===== src/rtl/otter_pkg.sv =====
// Shared types for the data-memory load/store port: access sizes, FSM states,
// and store lane helpers.
package otter_pkg;

  typedef enum logic [1:0] {
    MEM_BYTE = 2'b00,
    MEM_HALF = 2'b01,
    MEM_WORD = 2'b10,
    MEM_RSVD = 2'b11
  } mem_size_t;

  typedef enum logic [2:0] {IDLE, RD, LD, WR, RSP} mem_port_state_t;

  // Byte-enable mask for a store of the given size at the given byte offset.
  function automatic logic [3:0] store_mask(mem_size_t sz, logic [1:0] off);
    case (sz)
      MEM_BYTE: store_mask = 4'b0001 << off;
      MEM_HALF: store_mask = 4'b0011 << {off[1], 1'b0};
      MEM_WORD: store_mask = 4'b1111;
      default:  store_mask = 4'b0000;
    endcase
  endfunction

  function automatic logic [31:0] store_data(mem_size_t sz, logic [31:0] wd);
    case (sz)
      MEM_BYTE: store_data = {4{wd[7:0]}};
      MEM_HALF: store_data = {2{wd[15:0]}};
      default:  store_data = wd;
    endcase
  endfunction

endpackage


===== src/rtl/mem_port_if.sv =====
// CPU-side request/response bundle between the core control unit and mem_port.
interface mem_port_if;
  logic        req_valid;
  logic        req_ready;
  logic        req_we;
  logic [1:0]  req_size;
  logic        req_unsigned;
  logic [31:0] req_addr;
  logic [31:0] req_wdata;
  logic        rsp_valid;
  logic [31:0] rsp_rdata;
  logic        rsp_err;

  modport master (
    output req_valid, req_we, req_size, req_unsigned, req_addr, req_wdata,
    input  req_ready, rsp_valid, rsp_rdata, rsp_err
  );

  modport slave (
    input  req_valid, req_we, req_size, req_unsigned, req_addr, req_wdata,
    output req_ready, rsp_valid, rsp_rdata, rsp_err
  );
endinterface


===== src/rtl/load_align.sv =====
// Selects the addressed byte/half lane of a RAM word and sign- or zero-extends it.
module load_align
  import otter_pkg::*;
(
  input  logic [31:0] i_rdata,
  input  logic [1:0]  i_offset,
  input  mem_size_t   i_size,
  input  logic        i_unsigned,
  output logic [31:0] o_data
);

  logic [3:0][7:0] w_lanes;
  logic [7:0]      w_byte;
  logic [15:0]     w_half;

  assign w_lanes = i_rdata;

  always_comb begin
    w_byte = w_lanes[i_offset];
    w_half = i_offset[1] ? i_rdata[31:16] : i_rdata[15:0];
    case (i_size)
      MEM_BYTE: o_data = {{24{w_byte[7] & ~i_unsigned}}, w_byte};
      MEM_HALF: o_data = {{16{w_half[15] & ~i_unsigned}}, w_half};
      default:  o_data = i_rdata;
    endcase
  end

endmodule


===== src/rtl/mem_port.sv =====
// Load/store front-end for the data block RAM: one request at a time, byte/half/word.
// Define MISALIGN_TRAP_EN to fault misaligned half/word accesses instead of aligning them.
module mem_port
  import otter_pkg::*;
#(
  parameter int ADDR_WIDTH = 15
) (
  input  logic                  clk,
  input  logic                  rst,
  mem_port_if.slave             bus,
  output logic                  ram_rd_n,
  output logic [3:0]            ram_we,
  output logic [ADDR_WIDTH-3:0] ram_addr,
  output logic [31:0]           ram_wdata,
  input  logic [31:0]           ram_rdata
);

  mem_port_state_t       r_state, w_next;
  logic [ADDR_WIDTH-1:0] r_addr;
  mem_size_t             r_size;
  logic                  r_uns;
  logic                  r_err;
  logic [3:0]            r_mask;
  logic [31:0]           r_wdata;
  logic [31:0]           r_rdata;

  mem_size_t             w_size;
  logic [ADDR_WIDTH-1:0] w_addr;
  logic                  w_fault;
  logic                  w_accept;
  logic [31:0]           w_ld;
  logic                  w_unused_addr;

  assign w_size        = mem_size_t'(bus.req_size);
  assign w_accept      = bus.req_valid && bus.req_ready;
  assign w_unused_addr = ^bus.req_addr[31:ADDR_WIDTH];

  always_comb begin
    w_addr  = bus.req_addr[ADDR_WIDTH-1:0];
    w_fault = (w_size == MEM_RSVD);
`ifdef MISALIGN_TRAP_EN
    if (w_size == MEM_HALF && w_addr[0])          w_fault = 1'b1;
    if (w_size == MEM_WORD && w_addr[1:0] != '0)  w_fault = 1'b1;
`else
    if (w_size == MEM_HALF) w_addr[0]   = 1'b0;
    if (w_size == MEM_WORD) w_addr[1:0] = 2'b00;
`endif
  end

  always_comb begin
    w_next = r_state;
    case (r_state)
      IDLE:    if (w_accept) w_next = w_fault ? RSP : (bus.req_we ? WR : RD);
      RD:      w_next = LD;
      LD:      w_next = RSP;
      WR:      w_next = RSP;
      RSP:     w_next = IDLE;
      default: w_next = IDLE;
    endcase
  end

  always_ff @(posedge clk) begin
    if (rst) begin
      r_state <= IDLE;
      r_addr  <= '0;
      r_size  <= MEM_BYTE;
      r_uns   <= 1'b0;
      r_err   <= 1'b0;
      r_mask  <= '0;
      r_wdata <= '0;
      r_rdata <= '0;
    end else begin
      r_state <= w_next;
      if (w_accept) begin
        r_addr  <= w_addr;
        r_size  <= w_size;
        r_uns   <= bus.req_unsigned;
        r_err   <= w_fault;
        // A faulted store keeps a zero mask so nothing can reach the RAM.
        r_mask  <= w_fault ? 4'b0000 : store_mask(w_size, w_addr[1:0]);
        r_wdata <= store_data(w_size, bus.req_wdata);
        r_rdata <= '0;
      end
      if (r_state == LD) r_rdata <= w_ld;
    end
  end

  load_align u_align (
    .i_rdata    (ram_rdata),
    .i_offset   (r_addr[1:0]),
    .i_size     (r_size),
    .i_unsigned (r_uns),
    .o_data     (w_ld)
  );

  assign bus.req_ready = (r_state == IDLE) && !rst;
  assign bus.rsp_valid = (r_state == RSP) && !rst;
  assign bus.rsp_rdata = r_rdata;
  assign bus.rsp_err   = r_err;

  assign ram_rd_n  = !((r_state == RD) && !rst);
  assign ram_we    = ((r_state == WR) && !rst) ? r_mask : 4'b0000;
  assign ram_addr  = r_addr[ADDR_WIDTH-1:2];
  assign ram_wdata = r_wdata;

endmodule


===== src/flat_wrapper.sv =====
// flat-port wrapper written by rule: the top's interface ports become plain ports
module mem_port_flat import otter_pkg::*;
#(
  parameter int ADDR_WIDTH = 15
)
  (clk, rst, ram_rd_n, ram_we, ram_addr, ram_wdata, ram_rdata, bus_req_valid, bus_req_we, bus_req_size, bus_req_unsigned, bus_req_addr, bus_req_wdata, bus_req_ready, bus_rsp_valid, bus_rsp_rdata, bus_rsp_err);
  mem_port_if bus_i ();
  input  logic clk;
  input  logic rst;
  output logic ram_rd_n;
  output logic [3:0] ram_we;
  output logic [ADDR_WIDTH-3:0] ram_addr;
  output logic [31:0] ram_wdata;
  input  logic [31:0] ram_rdata;
  input wire logic [$bits(bus_i.req_valid)-1:0] bus_req_valid;
  input wire logic [$bits(bus_i.req_we)-1:0] bus_req_we;
  input wire logic [$bits(bus_i.req_size)-1:0] bus_req_size;
  input wire logic [$bits(bus_i.req_unsigned)-1:0] bus_req_unsigned;
  input wire logic [$bits(bus_i.req_addr)-1:0] bus_req_addr;
  input wire logic [$bits(bus_i.req_wdata)-1:0] bus_req_wdata;
  output wire logic [$bits(bus_i.req_ready)-1:0] bus_req_ready;
  output wire logic [$bits(bus_i.rsp_valid)-1:0] bus_rsp_valid;
  output wire logic [$bits(bus_i.rsp_rdata)-1:0] bus_rsp_rdata;
  output wire logic [$bits(bus_i.rsp_err)-1:0] bus_rsp_err;
  assign bus_i.req_valid = bus_req_valid;
  assign bus_i.req_we = bus_req_we;
  assign bus_i.req_size = bus_req_size;
  assign bus_i.req_unsigned = bus_req_unsigned;
  assign bus_i.req_addr = bus_req_addr;
  assign bus_i.req_wdata = bus_req_wdata;
  assign bus_req_ready = bus_i.req_ready;
  assign bus_rsp_valid = bus_i.rsp_valid;
  assign bus_rsp_rdata = bus_i.rsp_rdata;
  assign bus_rsp_err = bus_i.rsp_err;
  mem_port #(.ADDR_WIDTH(ADDR_WIDTH)) u_core (.clk(clk), .rst(rst), .bus(bus_i), .ram_rd_n(ram_rd_n), .ram_we(ram_we), .ram_addr(ram_addr), .ram_wdata(ram_wdata), .ram_rdata(ram_rdata));
endmodule

===== config.mk =====
export PLATFORM = sky130hd
export DESIGN_NAME = mem_port_flat
export DESIGN_NICKNAME = d
export VERILOG_FILES = /design/src/rtl/otter_pkg.sv /design/src/rtl/mem_port_if.sv /design/src/rtl/load_align.sv /design/src/rtl/mem_port.sv /design/src/flat_wrapper.sv
export SDC_FILE = /design/constraint.sdc
export NUM_CORES = 1
export LEC_CHECK = 0
export BUFFER_PORTS_ARGS = -buffer_cell sky130_fd_sc_hd__buf_2
export CORE_MARGIN = 5
export CORE_UTILIZATION = 47
export CTS_CLUSTER_SIZE = 30
export DETAILED_ROUTE_END_ITERATION = 8
export PLACE_DENSITY = 0.77
export SKIP_CTS_REPAIR_TIMING = 1
export SLEW_MARGIN = 20
export SYNTH_ARGS = -nofsm -noshare
export SYNTH_HDL_FRONTEND = slang
export SYNTH_SLANG_ARGS = --single-unit
export TNS_END_PERCENT = 5

===== constraint.sdc =====
create_clock -name clk -period 2.1 [get_ports clk]
set_input_delay 0.42 -clock clk [delete_from_list [all_inputs] [get_ports clk]]
set_output_delay 0.42 -clock clk [all_outputs]
set_load 0.005 [all_outputs]

==> results.yml, run 1 <==
worst_hold_path:
  holdPathStages: 2
  worst_hold_path_type: "in -> reg"
  hp-start: "ram_rdata[17]"
logic_synthesis:
  synth_top_family_by_area: "compound AO/OA/AOI/OAI gates"
  yosysSeqAreaShare_pct: 43.2
  syn_inst: 464
  netlist.area_leader.share_pct: 43.2
  synthXorXnorAreaFrac_pct: 0
  async_flop_share_pct: 0
  yosysUniqueCellTypes: 45
  yosysTopAreaCell: "dfxtp_1"
  ys_warn_count: 0
  synthTopCellsByCount: "dfxtp_1, nand2_1, a21oi_1"
  synth.area.mux_share_pct: 8.28
  synthAdderAreaFrac_pct: 0
  ys.flop_type: "dfxtp_1"
  syn_area_per_cell_um2: 8.98
  synth_compound_area_share_pct: 24.7
  synth_area_leaders: "dfxtp_1, nand2_1, mux2i_1"
  ys_ff_latch: 90
  syn_nets: 567
  syn_area_um2: 4170
  synthSimpleGateAreaFrac_pct: 15.7
  synth_edf_count: 0
  yosysMostFrequentCell: "dfxtp_1"
routing:
  viasPerCell: 5.49
  drtPass1Iterations: 4
  dr_total_vias: 3971
  postRouteAntennaNets: 0
  wire_per_inst_um: 16.2
  drt_wl_total_mm: 11.7
  drtIter0Drc: 143
  drc: 0
critical_path:
  r2r_cells: 4
  startpoint: "u_core.r_state[0]"
  worst_setup_path_end_kind: "output port"
  r2r_start: "u_core.r_addr[1]"
  critPathMaxFanout: 6
  cp-start-kind: "flop"
  worst_ep_required_time_ps: 1680
  path_class: "reg -> out"
  arrival_ps: 1540
global_routing:
  grt_pass1_vias: 3870
  grt_max_degree: 72
  grt_antenna_before_repair: 0
  grt-ovfl-total: 0
  grt_usage_pct: 20.7
  grt_pass1_wl_mm: 18.8
finish:
  synthToLayoutAreaGrowth_pct: 23.4
  seq_area_um2: 1800
  multi_input_area_um2: 2030
  drive_above_1_share_pct: 36.1
  fill_cells: 790
  nets: 713
  antenna_cells: 0
  finish.utilization_pct: 59.3
cts:
  root_buffer: "clkbuf_8"
  htreeDepth: 3
  cts_buffer_depth: 2
  clk_latency_ps: 370
  tritoncts.num_buffers: 9
  tritoncts: "done"
  cts.clk_slew.worst_paths_ps: 110
  clock-sinks: 90
sta:
  tightest_slew_ps: 735
  final_hold_viol_count: 0
  fin_crit_sh_pct: 93.2
  period_minus_slack_ps: 1960
  setup_ws_ps: 143
  fmax_mhz: 511
  slew_viol_final: 0
  relSlewSlack_pct: 51.0
  fin_skew_ps: 18.9
  setup_viol: 0
  rsz0062_at_grt: "no"
  tns_ps: 0
run:
  cap_violations: 0
floorplanning:
  initial_utilization_pct: 48.0
  dieArea_um2: 10900
  die_h_um: 104
  ioPinCount: 188
  rows: 34
  die_w_um: 104
  core_area_um2: 8680
placement:
  hpwlAfterDp_mm: 8.84
  dp_slack_ps: 41.6
  port_buffers: 170
  gp_congestion: 0.826
pwr:
  leakage_nw: 2.26
  power_density_nw_per_um2: 700
  peakVddDrop_v: 0.000375
  finalPower_w: 0.00360
run_status:
  status: "finished clean"
==> power by group <==
group          total [W]  switching, W  internal [W]
Sequential       0.00185     0.0000540       0.00180
Clock            0.00114      0.000665      0.000476
Combinational   0.000611      0.000338      0.000272
==> per-layer routing <==
layer / routed length [um] / share of wire [%] / track usage [%]
met1: 4660 / 40 / 23.5
met2: 5860 / 50 / 36.2
met3: 970 / 8.3 / 6.95
met4: 230 / 2.0 / 6.94
met5: 0 / 0 / 0
==> path summary, 6_finish.rpt <==
check	end	slack, ps
worst max register to register	u_core.bus.rsp_rdata[9]	300
worst max-delay path	ram_rd_n	140
worst min-delay path	u_core.bus.rsp_rdata[17]	290
worst min register to register	u_core.ram_wdata[6]	460
==> critical path, stage by stage (launching register included) <==
cell and delay, ps:
dfxtp_2 420, inv_1 100, or4_1 520, buf_2 150
==> placed cells by master, fill, tap and decap left out, types with 5 or more instances in the layout <==
cell | synthesis | final
a211oi_2 | 5 | 5
a21oi_1 | 39 | 39
a221o_1 | 17 | 17
a311oi_2 | 7 | 7
and2_1 | 5 | 5
buf_2 | 4 | 170
buf_4 | 18 | 13
clkbuf_8 | 0 | 10
dfxtp_1 | 90 | 89
inv_1 | 5 | 5
mux2i_1 | 30 | 30
nand2_1 | 83 | 83
nor2_1 | 35 | 34
o211ai_1 | 5 | 5
o21a_1 | 6 | 6
o21ai_0 | 31 | 31
o2bb2ai_1 | 14 | 14
or3_1 | 6 | 6
==> cell families (layout without fill, tap and decap cells) <==
family          count (synthesis)  in the layout
mux                            33             33
compound gates                138            138
simple gates                  149            149
buf+inv                        54            205
flops                          90             90
==> area by class of cell <==
cell class / instances / share of cell area (%)
Multi-Input combinational cell: 320 / 39.5
Clock buffer: 10 / 2.67
Tap cell: 108 / 2.63
Sequential cell: 90 / 35.0
Clock inverter: 6 / 0.948
Timing Repair Buffer: 184 / 18.8
Inverter: 5 / 0.365
==> state kept, by name (all words and copies together), names as in the netlist <==
| signal | flops |
|---|---|
| u_core.bus.rsp_rdata | 32 |
| u_core.r_uns | 1 |
| u_core.r_size | 2 |
| u_core.r_state | 3 |
| u_core.bus.rsp_err | 1 |
| u_core.r_addr | 15 |
| u_core.r_mask | 4 |
| u_core.ram_wdata | 32 |
==> metrics by stage <==
stage | hold WS [ps] | instances | cell area [um2]
after floorplan | 427 | 464 | 4170
after global placement | 436 | 707 | 4950
after detailed placement | 445 | 707 | 4950
after CTS | 272 | 723 | 5140
after global routing | 278 | 723 | 5150
final | 286 | 723 | 5150
Note: power is estimated with default switching activity, not from simulation.
==> run 2: changes to the inputs <==
--- a/config.mk
+++ b/config.mk
@@ -6,11 +6,13 @@
 export NUM_CORES = 1
 export LEC_CHECK = 0
 export BUFFER_PORTS_ARGS = -buffer_cell sky130_fd_sc_hd__buf_2
+export CELL_PAD_IN_SITES_DETAIL_PLACEMENT = 1
+export CELL_PAD_IN_SITES_GLOBAL_PLACEMENT = 2
 export CORE_MARGIN = 5
-export CORE_UTILIZATION = 47
+export CORE_UTILIZATION = 26
 export CTS_CLUSTER_SIZE = 30
 export DETAILED_ROUTE_END_ITERATION = 8
-export PLACE_DENSITY = 0.77
+export PLACE_DENSITY = 0.76
 export SKIP_CTS_REPAIR_TIMING = 1
 export SLEW_MARGIN = 20
 export SYNTH_ARGS = -nofsm -noshare
==> run 2 against run 1 <==
Against the previous run: combinational power increased by 4.9%; flip-flop and latch count unchanged; final cell count increased by 15%; critical path type unchanged.
==> results.yml, run 2 (same netlist as run 1, synthesis figures left out) <==
pwr:
  finalPower_w: 0.00402
  power_density_nw_per_um2: 741
  p_sw_share_pct: 28.0
  seq_power_share_pct: 46.0
  p_comb_share_pct: 15.9
  peakVddDrop_v: 0.000347
  power.share.clock_pct: 38.1
  p_sw_w: 0.00113
  leakage_nw: 2.34
  internal_power_w: 0.00289
finish:
  fill_cells: 1934
  multi_input_area_um2: 2030
  final_common_cell: "buf_2"
  antenna_cells: 0
  layout_common_cells: "buf_2, dfxtp_1, nand2_1"
  nets: 717
  drive_above_1_share_pct: 36.5
  synthToLayoutAreaGrowth_pct: 30.3
  seq_area_um2: 1800
cts:
  tritoncts: "done"
  root_buffer: "clkbuf_16"
  htreeDepth: 3
  cts_buffer_depth: 2
  tritoncts.num_buffers: 9
  cts.clk_slew.worst_paths_ps: 70
  clk_latency_ps: 340
  clock-sinks: 90
critical_path:
  reg2reg_to: "u_core.ram_wdata[11]"
  cp-start-kind: "flop"
  r2r_start: "u_core.r_state[2]"
  worst_ep_required_time_ps: 1680
  arrival_ps: 1490
  r2r_cells: 6
  critPathMaxFanout: 6
  reg2reg_setup_slack_ps: 350
  path_class: "reg -> out"
  worst_setup_path_end_kind: "output port"
sta:
  fmax_mhz: 525
  relSlewSlack_pct: 57.5
  slew_viol_final: 0
  fin_skew_ps: 9.41
  setup_viol: 0
  tns_ps: 0
  period_minus_slack_ps: 1910
  setup_ws_ps: 194
  rsz0062_at_grt: "no"
  fin_crit_sh_pct: 90.8
  tightest_slew_ps: 637
  final_hold_viol_count: 0
worst_hold_path:
  holdPathStages: 3
  worst_hold_path_type: "in -> reg"
  hold_end: "u_core.r_addr[6]"
  hp-start: "bus_req_addr[6]"
floorplanning:
  die_w_um: 137
  initial_utilization_pct: 26.3
  die_h_um: 137
  rows: 46
  ioPinCount: 188
  core_area_um2: 15800
  dieArea_um2: 18700
run_status:
  status: "finished clean"
placement:
  gp_congestion: 0.804
  hpwlAfterDp_mm: 10.6
  dp_slack_ps: 48.0
  port_buffers: 170
global_routing:
  grt_antenna_before_repair: 2
  grt_pass1_wl_mm: 21.3
  grt_max_degree: 36
  grt_usage_pct: 14.5
  grt_pass1_vias: 4196
  grt-ovfl-total: 0
routing:
  drtIter0Drc: 148
  wire_per_inst_um: 16.2
  viasPerCell: 4.73
  drt_wl_total_mm: 13.6
  drc: 0
  postRouteAntennaNets: 0
  drtPass1Iterations: 4
  dr_total_vias: 3946
run:
  cap_violations: 0
run 2: cell types whose count changed in the layout (fill, tap and decap cells not counted), sizes merged:
cell      before  now
clkinv         0    5
clkinvlp       3    1
inv            8    6
clkbuf        10    9
buf          184  188
run 2: how the worst max path moves through the flow:
stage | cells past startpoint | slack, ps | from | endpoint
after floorplan | 4 | 550 | ram_rdata[31] | u_core.bus.rsp_rdata[9]
after global placement | 6 | 110 | bus_req_valid | u_core.bus.rsp_rdata[4]
after detailed placement | 6 | 50 | bus_req_valid | u_core.bus.rsp_rdata[4]
after CTS | 3 | 50 | u_core.r_state[0] | ram_rd_n
after global routing | 3 | 120 | u_core.r_state[0] | ram_rd_n
final | 3 | 190 | u_core.r_state[0] | ram_rd_n
run 2: power groups by stage:
stage	clock (W)	combinational, W	sequential, W
floorplan	0	0.000381	0.00189
global placement	0	0.000636	0.00188
detailed placement	0	0.000655	0.00189
CTS	0.00160	0.000657	0.00185
global route	0.00169	0.000712	0.00186
finish	0.00153	0.000641	0.00185
run 2: final cells by class:
class	count	share of cell area [%]
inverter	5	0.346
multi-input combinational	320	37.5
tap	216	4.98
timing repair buffer	188	18.8
clock buffer	9	4.15
sequential	90	33.2
clock inverter	7	1.01
run 2: metal layers:
layer | vias up | routed length (um) | share of wire (%) | global-route usage (%)
met5 | - | 14 | 0.10 | 0
met4 | 4 | 138 | 1.0 | 3.53
met3 | 14 | 1350 | 9.9 | 6.43
met2 | 128 | 6620 | 49 | 25.6
met1 | 1864 | 5430 | 40 | 16.0
li1 | 1936 | - | - | -
run 2: metrics by stage:
stage	hold slack, ps	instances	utilization [%]	cell area (um2)
floorplan	427	464	-	4170
global placement	440	819	32.5	5140
detailed placement	445	819	32.5	5140
CTS	294	835	34.3	5420
global route	298	835	34.3	5430
finish	313	835	34.3	5430
run 2: worst max-delay path, cell delays in order, from the launching register on:
cell,delay [ps]
dfxtp_2,410
inv_1,90
or4_1,500
buf_2,140
==> run 3: changes to the inputs <==
--- a/config.mk
+++ b/config.mk
@@ -12,7 +12,7 @@
 export CORE_UTILIZATION = 26
 export CTS_CLUSTER_SIZE = 30
 export DETAILED_ROUTE_END_ITERATION = 8
-export PLACE_DENSITY = 0.76
+export PLACE_DENSITY = 0.83
 export SKIP_CTS_REPAIR_TIMING = 1
 export SLEW_MARGIN = 20
 export SYNTH_ARGS = -nofsm -noshare
==> run 3 against run 2 <==
Against the previous run: first-iteration DRC count grew 10%; via count grew 2.3%; flip-flop and latch count is the same; critical path depth grew 1; sequential share of layout area is essentially flat; total power grew 0.29%; clock-buffer cell count grew 4; die area is the same; clock power is essentially flat; highest routed layer unchanged.
==> results.yml, run 3 (same netlist as run 1, synthesis figures left out) <==
pwr:
  seq_power_share_pct: 45.9
  internal_power_w: 0.00292
  power_density_nw_per_um2: 744
  p_sw_share_pct: 27.6
  leakage_nw: 2.34
  p_sw_w: 0.00111
  peakVddDrop_v: 0.000380
  p_comb_share_pct: 16.0
  power.share.clock_pct: 38.1
critical_path:
  critPathMaxFanout: 5
  cp_cell_sequence: "buf_4 -> inv_1 -> or4_1 -> buf_2"
  critPathBufInv: 3
  crit_family: "simple AND/OR/NAND/NOR gates"
  arrival_ps: 1650
  path_class: "reg -> out"
  cpMaxStageDelayCell: "or4_1"
  worst_setup_path_end_kind: "output port"
  worst_ep_required_time_ps: 1680
  reg2reg_setup_slack_ps: 300
  critPathMaxStageDelay_ps: 540
  cp-start-kind: "flop"
floorplanning:
  rows: 46
  core_area_um2: 15800
  dieArea_um2: 18700
  die_h_um: 137
  ioPinCount: 188
  initial_utilization_pct: 26.3
  die_w_um: 137
sta:
  setup_viol: 0
  slew_viol_final: 0
  fin_crit_sh_pct: 98.5
  period_minus_slack_ps: 2070
  tns_ps: 0
  fin_skew_ps: 8.70
  hold_ws_ps: 312
  fmax_mhz: 483
  relSlewSlack_pct: 47.9
  final_hold_viol_count: 0
  setup_ws_ps: 30.5
  tightest_slew_ps: 781
routing:
  drc: 0
  drt_wl_total_mm: 14.3
  drtIter0Drc: 163
  viasPerCell: 4.83
  drtPass1Iterations: 4
  wire_per_inst_um: 17.1
  postRouteAntennaNets: 0
  dr_total_vias: 4036
cts:
  tritoncts: "done"
  tritoncts.num_buffers: 9
  htreeDepth: 3
  cts.clk_slew.worst_paths_ps: 70
  clk_latency_ps: 340
  cts_buffer_depth: 2
  root_buffer: "clkbuf_16"
  clock-sinks: 90
global_routing:
  grt-ovfl-total: 0
  grt_usage_pct: 15.2
  grt_antenna_before_repair: 1
  grt_max_degree: 33
  grt_pass1_wl_mm: 22.4
  grt_pass1_vias: 4203
finish:
  final_cells: 836
  layout_common_cells: "buf_2, dfxtp_1, nand2_1"
  antenna_cells: 0
  synthToLayoutAreaGrowth_pct: 30.1
  fill_cells: 1919
  drive_above_1_share_pct: 36.1
  final_common_cell: "buf_2"
  nets: 718
placement:
  dp_slack_ps: 141
  dp.cells: 820
  port_buffers: 170
  gp_congestion: 0.780
  hpwlAfterDp_mm: 10.8
run_status:
  status: "finished clean"
worst_hold_path:
  worst_hold_path_type: "in -> reg"
run:
  cap_violations: 0
-- run 3: metrics by stage --
| step | utilization [%] | area, um2 | total power, W |
|---|---|---|---|
| 6_report | 34.3 | 5420 | 0.00403 |
| 5_1_grt | 34.3 | 5420 | 0.00425 |
| 4_1_cts | 34.2 | 5420 | 0.00410 |
| 3_5_place_dp | 32.5 | 5140 | 0.00254 |
| 3_3_place_gp | 32.5 | 5140 | 0.00251 |
| 2_1_floorplan | - | 4170 | 0.00227 |
-- run 3: final cells by class --
| cell class | instances | area, um2 | area share, % |
|---|---|---|---|
| Tap cell | 216 | 270 | 4.98 |
| Inverter | 5 | 18.8 | 0.346 |
| Multi-Input combinational cell | 320 | 2040 | 37.6 |
| Timing Repair Buffer | 189 | 1020 | 18.8 |
| Clock buffer | 13 | 250 | 4.61 |
| Sequential cell | 90 | 1800 | 33.2 |
| Clock inverter | 3 | 25.0 | 0.461 |
-- run 3: per-layer routing --
layer  routed length, um  global-route usage, %  up-vias
li1                    -                      -     1934
met4                 114                   3.98        2
met1                5990                   18.4     1932
met2                6890                   25.4      154
met3                1310                   5.81       14
met5                   7                      0        -
-- run 3: worst reg2reg max path: stages, from the launching register on --
cell and delay, ps:
dfxtp_1 320, buf_4 170, nor4_4 310, and2_4 360, buf_12 230, nor2_1 80
a311oi_2 240
-- run 3: path summary, 6_finish.rpt --
| kind | start | to | cells after the start |
|---|---|---|---|
| worst max register to register | u_core.r_state[2] | u_core.ram_wdata[15] | 6 |
| worst min-delay path | bus_req_addr[5] | u_core.r_addr[5] | 3 |
| worst max-delay path | u_core.r_state[0] | ram_rd_n | 4 |
| worst min register to register | u_core.r_mask[2] | u_core.r_mask[2] | 2 |
-- run 3: power groups by stage --
| stage | Clock [W] | Sequential, W | Combinational [W] |
|---|---|---|---|
| 2_1_floorplan | 0 | 0.00189 | 0.000381 |
| 3_3_place_gp | 0 | 0.00189 | 0.000628 |
| 3_5_place_dp | 0 | 0.00189 | 0.000653 |
| 4_1_cts | 0.00159 | 0.00185 | 0.000655 |
| 5_1_grt | 0.00167 | 0.00186 | 0.000718 |
| 6_report | 0.00154 | 0.00185 | 0.000645 |
